File: src/rtl/regf_bus_init.sv
`default_nettype none
// ============================================================================
// Module      : regf_bus_init
// Description : Bus initiator for the regf memory-slave interface. Accepts
//               single or burst read/write commands, streams write data into
//               single-cycle mem accesses and returns read data / write status
//               through a one-entry response register. Counts errored beats.
// Revision    : 1.0 - initial release
// ============================================================================
module regf_bus_init #(
  parameter int addrwidth_p   = 13,
  parameter int datawidth_p   = 32,
  parameter int lenwidth_p    = 4,
  parameter int errcntwidth_p = 8
) (
  input  logic                     main_clk_i,
  input  logic                     main_rst_an_i,
  input  logic                     cmd_valid_i,
  output logic                     cmd_ready_o,
  input  logic                     cmd_write_i,
  input  logic [addrwidth_p-1:0]   cmd_addr_i,
  input  logic [lenwidth_p-1:0]    cmd_len_i,
  input  logic                     wdat_valid_i,
  output logic                     wdat_ready_o,
  input  logic [datawidth_p-1:0]   wdat_i,
  output logic                     rsp_valid_o,
  input  logic                     rsp_ready_i,
  output logic [datawidth_p-1:0]   rsp_data_o,
  output logic                     rsp_err_o,
  output logic                     rsp_last_o,
  output logic                     mem_ena_o,
  output logic [addrwidth_p-1:0]   mem_addr_o,
  output logic                     mem_wena_o,
  output logic [datawidth_p-1:0]   mem_wdata_o,
  input  logic [datawidth_p-1:0]   mem_rdata_i,
  input  logic                     mem_err_i,
  output logic [errcntwidth_p-1:0] errcnt_o,
  input  logic                     errcnt_clr_i
);

  typedef enum logic [2:0] {
    IDLE   = 3'd0,
    WR     = 3'd1,
    WRESP  = 3'd2,
    RD     = 3'd3,
    RDRAIN = 3'd4
  } state_t;

  localparam logic [errcntwidth_p-1:0] c_errcnt_max = '1;
  localparam logic [addrwidth_p-1:0]   c_addr_step  = addrwidth_p'(4);
  localparam logic [lenwidth_p-1:0]    c_cnt_one    = lenwidth_p'(1);

  state_t                   state_q,     state_d;
  logic [addrwidth_p-1:0]   addr_q,      addr_d;
  logic [lenwidth_p-1:0]    cnt_q,       cnt_d;
  logic                     werr_q,      werr_d;
  logic                     rsp_valid_q, rsp_valid_d;
  logic [datawidth_p-1:0]   rsp_data_q,  rsp_data_d;
  logic                     rsp_err_q,   rsp_err_d;
  logic                     rsp_last_q,  rsp_last_d;
  logic [errcntwidth_p-1:0] errcnt_q,    errcnt_d;

  logic w_rsp_free;
  logic w_wr_fire;
  logic w_rd_fire;
  logic w_mem_ena;
  logic w_unused_addr_lsb;

  // Byte-offset bits of the command address are forced to zero, never used.
  assign w_unused_addr_lsb = ^cmd_addr_i[1:0];

  // Beat-fire conditions and the combinational mem strobe derived from state.
  always_comb begin
    w_rsp_free = !rsp_valid_q || rsp_ready_i;
    w_wr_fire  = (state_q == WR) && wdat_valid_i;
    w_rd_fire  = (state_q == RD) && w_rsp_free;
    w_mem_ena  = w_wr_fire || w_rd_fire;
  end

  // Port drive: mem address/data are zeroed whenever no access is made.
  always_comb begin
    cmd_ready_o  = (state_q == IDLE);
    wdat_ready_o = (state_q == WR);
    mem_ena_o    = w_mem_ena;
    mem_wena_o   = w_wr_fire;
    mem_addr_o   = w_mem_ena ? addr_q : '0;
    mem_wdata_o  = w_wr_fire ? wdat_i : '0;
    rsp_valid_o  = rsp_valid_q;
    rsp_data_o   = rsp_data_q;
    rsp_err_o    = rsp_err_q;
    rsp_last_o   = rsp_last_q;
    errcnt_o     = errcnt_q;
  end

  // Next-state for the FSM, burst bookkeeping and the response register.
  always_comb begin
    state_d     = state_q;
    addr_d      = addr_q;
    cnt_d       = cnt_q;
    werr_d      = werr_q;
    rsp_valid_d = rsp_valid_q;
    rsp_data_d  = rsp_data_q;
    rsp_err_d   = rsp_err_q;
    rsp_last_d  = rsp_last_q;

    // A consumed response frees the register unless a new beat reloads it.
    if (rsp_valid_q && rsp_ready_i) begin
      rsp_valid_d = 1'b0;
    end

    unique case (state_q)
      IDLE: begin
        if (cmd_valid_i) begin
          addr_d  = {cmd_addr_i[addrwidth_p-1:2], 2'b00};
          cnt_d   = cmd_len_i;
          werr_d  = 1'b0;
          state_d = cmd_write_i ? WR : RD;
        end
      end
      WR: begin
        if (w_wr_fire) begin
          werr_d = werr_q | mem_err_i;
          addr_d = addr_q + c_addr_step;
          cnt_d  = cnt_q - c_cnt_one;
          if (cnt_q == '0) begin
            rsp_valid_d = 1'b1;
            rsp_data_d  = '0;
            rsp_err_d   = werr_q | mem_err_i;
            rsp_last_d  = 1'b1;
            state_d     = WRESP;
          end
        end
      end
      WRESP: begin
        if (rsp_ready_i) begin
          state_d = IDLE;
        end
      end
      RD: begin
        if (w_rd_fire) begin
          rsp_valid_d = 1'b1;
          rsp_data_d  = mem_rdata_i;
          rsp_err_d   = mem_err_i;
          rsp_last_d  = (cnt_q == '0);
          addr_d      = addr_q + c_addr_step;
          cnt_d       = cnt_q - c_cnt_one;
          if (cnt_q == '0) begin
            state_d = RDRAIN;
          end
        end
      end
      RDRAIN: begin
        if (rsp_ready_i) begin
          state_d = IDLE;
        end
      end
      default: begin
        state_d = IDLE;
      end
    endcase
  end

  // Saturating error counter; clear wins over increment.
  always_comb begin
    errcnt_d = errcnt_q;
    if (errcnt_clr_i) begin
      errcnt_d = '0;
    end else if (w_mem_ena && mem_err_i && (errcnt_q != c_errcnt_max)) begin
      errcnt_d = errcnt_q + 1'b1;
    end
  end

  // State registers; reset drops any burst in flight without a response.
  always_ff @(posedge main_clk_i or posedge main_rst_an_i) begin
    if (main_rst_an_i) begin
      state_q     <= IDLE;
      addr_q      <= '0;
      cnt_q       <= '0;
      werr_q      <= 1'b0;
      rsp_valid_q <= 1'b0;
      rsp_data_q  <= '0;
      rsp_err_q   <= 1'b0;
      rsp_last_q  <= 1'b0;
      errcnt_q    <= '0;
    end else begin
      state_q     <= state_d;
      addr_q      <= addr_d;
      cnt_q       <= cnt_d;
      werr_q      <= werr_d;
      rsp_valid_q <= rsp_valid_d;
      rsp_data_q  <= rsp_data_d;
      rsp_err_q   <= rsp_err_d;
      rsp_last_q  <= rsp_last_d;
      errcnt_q    <= errcnt_d;
    end
  end

endmodule
`default_nettype wire

File: config.mk
export PLATFORM = sky130hd
export DESIGN_NAME = regf_bus_init
export DESIGN_NICKNAME = d
export VERILOG_FILES = /design/src/rtl/regf_bus_init.sv
export SDC_FILE = /design/constraint.sdc
export NUM_CORES = 1
export LEC_CHECK = 0
export BUFFER_PORTS_ARGS = -buffer_cell sky130_fd_sc_hd__buf_2
export CAP_MARGIN = 5
export CORE_ASPECT_RATIO = 0.6
export CORE_MARGIN = 2
export CORE_UTILIZATION = 40
export DETAILED_ROUTE_END_ITERATION = 10
export HOLD_SLACK_MARGIN = 0.1
export PLACE_DENSITY = 0.77
export SYNTH_ARGS = -nofsm -noshare
export SYNTH_HDL_FRONTEND = slang
export SYNTH_SLANG_ARGS = --single-unit
File: constraint.sdc
create_clock -name main_clk_i -period 1.75 [get_ports main_clk_i]
set_input_delay 0.35 -clock main_clk_i [delete_from_list [all_inputs] [get_ports main_clk_i]]
set_output_delay 0.35 -clock main_clk_i [all_outputs]
set_load 0.005 [all_outputs]
==> impl_metrics.py <==
metrics = {
    "run_status": {
        "status": "finished with violations",
        "violations": "setup timing",
    },
    "floorplan": {
        "core_area_um2": 7820,
        "rows": 25,
        "dieHeight_um": 73.3,
        "dieWidth_um": 120,
        "pin_count": 181,
        "dieArea_um2": 8760,
        "initial_core_util": 0.410,
    },
    "clock_tree": {
        "cts_tree": "done",
        "insertion_delay_ns": 0.32,
        "cts_buffers": 9,
        "cts_sinks": 62,
        "clk_path_buf_depth": 2,
        "cts_root_buffer": "clkbuf_16",
        "cts.clk_slew.worst_paths_ns": 0.06,
        "htreeDepth": 3,
    },
    "grt": {
        "grt_antenna_before_repair": 0,
        "grt_use_total": 0.221,
        "grt_pass1_vias": 2950,
        "grt_max_degree": 44,
        "grt_pass1_wl_um": 15100,
        "grt_overflow": 0,
    },
    "route": {
        "drt-total-wl_um": 10700,
        "ant_nets": 0,
        "dr.pass1.iters": 5,
        "vias_per_cell": 5.17,
        "wl_per_cell_um": 16.8,
        "drcViolationCount": 0,
        "via_count": 3296,
        "drt_iter0_drc": 255,
    },
    "sta": {
        "maxSlewHeadroom": 0.642,
        "fmax_mhz": 536,
        "setup_viol": 46,
        "finalHoldViolations": 0,
        "fin_crit_ns": 1.87,
        "setup_tns_ns": -3.98,
        "fin_ws_ns": -0.117,
        "worstMarginPinSlew_ns": 0.535,
        "report.final.slew_viol_count": 0,
        "finalClockSkew_ns": 0.0100,
        "fin_crit_sh": 1.07,
        "rsz0062_at_grt": "true",
    },
    "logic_synthesis": {
        "netlist.area_leader.share": 0.484,
        "syn_area_um2": 3200,
        "synthTopCellsByArea": "dfrtp_1, a22o_1, and2_1, a21oi_1, o21ai_1",
        "synthFlopType": "dfrtp_1",
        "synth_cell_type_count": 52,
        "synth_top_area_cell": "dfrtp_1",
        "ys_ff_latch": 62,
        "syn_area_per_cell_um2": 9.92,
        "ys_seq_area_frac": 0.484,
        "synth_warnings": 0,
        "synthArstFlopShare": 1.00,
        "synth_enable_flop_cells": 0,
        "synthCells": 323,
    },
    "setup_path": {
        "path_class": "reg2out",
        "cp.buffers_inverters": 3,
        "cp_slowest_cell": "dfrtp_2",
        "crit_family": "flip-flops",
        "cpPeakStageDelay_ns": 0.44,
        "worst_ep_arrival_time_ns": 1.52,
        "critPathRequiredTime_ns": 1.40,
        "cp_cell_sequence": "nand4bb_4, clkinv_4, clkbuf_16, and2_1, buf_2",
        "cp-end-kind": "primary output",
        "crit_fanout": 9,
        "cp-start-kind": "register",
    },
    "finish": {
        "drive_gt1_frac": 0.543,
        "diodes": 0,
        "nNetsFinal": 617,
        "n_fill_cell": 616,
        "final_area_um2": 5240,
        "syn_to_final_growth_pct": 63.5,
        "layout.cells.non_filler": 638,
    },
    "worst_hold_path": {
        "hp-class": "in2reg",
    },
    "place": {
        "dp_hpwl_um": 6890,
        "placedCellCount": 600,
        "io_buffers": 176,
        "placed_cell_area_um2": 4300,
        "gp_congestion": 0.856,
    },
    "power": {
        "ir_drop_v": 0.000911,
        "power_per_cell_area_nw_per_um2": 1720,
        "p_leak_uw": 0.00264,
    },
    "job": {
        "maxCapViolations": 0,
    },
}
Yosys cell counts, drive strengths merged, types with 9 or more instances:
master  count
dfrtp      62
and2       43
a22o       32
a21oi      26
o21ai      19
buf        15
nand2      15
clkbuf     11
nor2       11
inv        10
nand3       9
power breakdown:
group | switching (µW) | total (µW) | internal (µW)
combinational | 2050 | 4620 | 2570
clock | 660 | 1810 | 1150
sequential | 519 | 2580 | 2060
total | 3230 | 9000 | 5770
worst paths after layout:
path / endpoint / slack, ns / from / depth (start not counted)
worst max register to register: errcnt_o[7] / -0.05 / state_q[0] / 6
min in group asynchronous: errcnt_o[6] / 0.61 / main_rst_an_i / 3
worst min-delay path: rsp_data_o[8] / 0.25 / mem_rdata_i[8] / 2
worst max-delay path: mem_wdata_o[20] / -0.12 / state_q[2] / 5
worst min register to register: rsp_data_o[31] / 0.50 / rsp_data_o[31] / 1
max in group asynchronous: state_q[2] / 0.57 / main_rst_an_i / 4
layer usage:
metal / wire length (µm) / track usage / up-vias
met1: 5040 / 0.330 / 1578
li1: - / - / 1583
met2: 4950 / 0.324 / 133
met4: 36 / 0.0510 / 0
met5: 0 / 0 / -
met3: 692 / 0.0567 / 2
logic make-up after synthesis:
family          Yosys count  synth area share
simple gates            113             0.208
compound gates          102             0.225
flops                    62             0.484
buf+inv                  36            0.0504
mux                       6            0.0191
fa+ha+maj                 3            0.0117
other cells               1           0.00117
placed cells by master, fill, tap and decap left out, drive strengths merged, types with 3 or more instances in the layout:
cell        n
a22o       32
o22ai       3
mux2i       5
and2       43
or4         4
nand2b      5
nor2b       3
inv         9
o21ai      19
nand4       4
nand2      15
buf       211
nor2       11
clkbuf     13
ha          3
a2bb2oi     3
nor3b       4
o31ai       3
clkinvlp    4
and3        3
nand3       9
a21oi      26
dfrtp      62
cell type report:
cell class,count,area [µm²],share of cell area
clock inverters,6,70.1,0.0134
multi-input cells,227,1720,0.328
inverters,10,46.3,0.00884
well taps,108,135,0.0258
flip-flops and latches,62,1560,0.297
repair buffers,215,1470,0.281
clock buffers,10,239,0.0456
state kept, by name (all words and copies together), names as in the netlist:
signal / cells
state_q: 3
errcnt_o: 8
rsp_last_o: 1
cnt_q: 4
rsp_valid_o: 1
rsp_err_o: 1
werr_q: 1
rsp_data_o: 32
addr_q: 11
metrics by stage:
step	setup slack [ns]	util	power, µW	hold slack (ns)
after floorplan	0.0331	-	4600	0.436
after global placement	0.0209	0.550	6040	0.403
final	-0.117	0.670	9000	0.249
after detailed placement	-0.0348	0.550	6160	0.398
after CTS	-0.0992	0.611	8290	0.243
after global routing	-0.191	0.670	9610	0.245
timing repair:
item | in CTS | in global routing
pin swaps | 17 | 23
setup buffers | 9 | 7
hold buffers | 1 | 0
endpoints found under the setup margin | 51 | 91
cloned | 1 | 5
hold endpoints to repair | 19 | 0
resized for setup | 20 | 71
No activity file was read; power rests on OpenSTA's default activity.
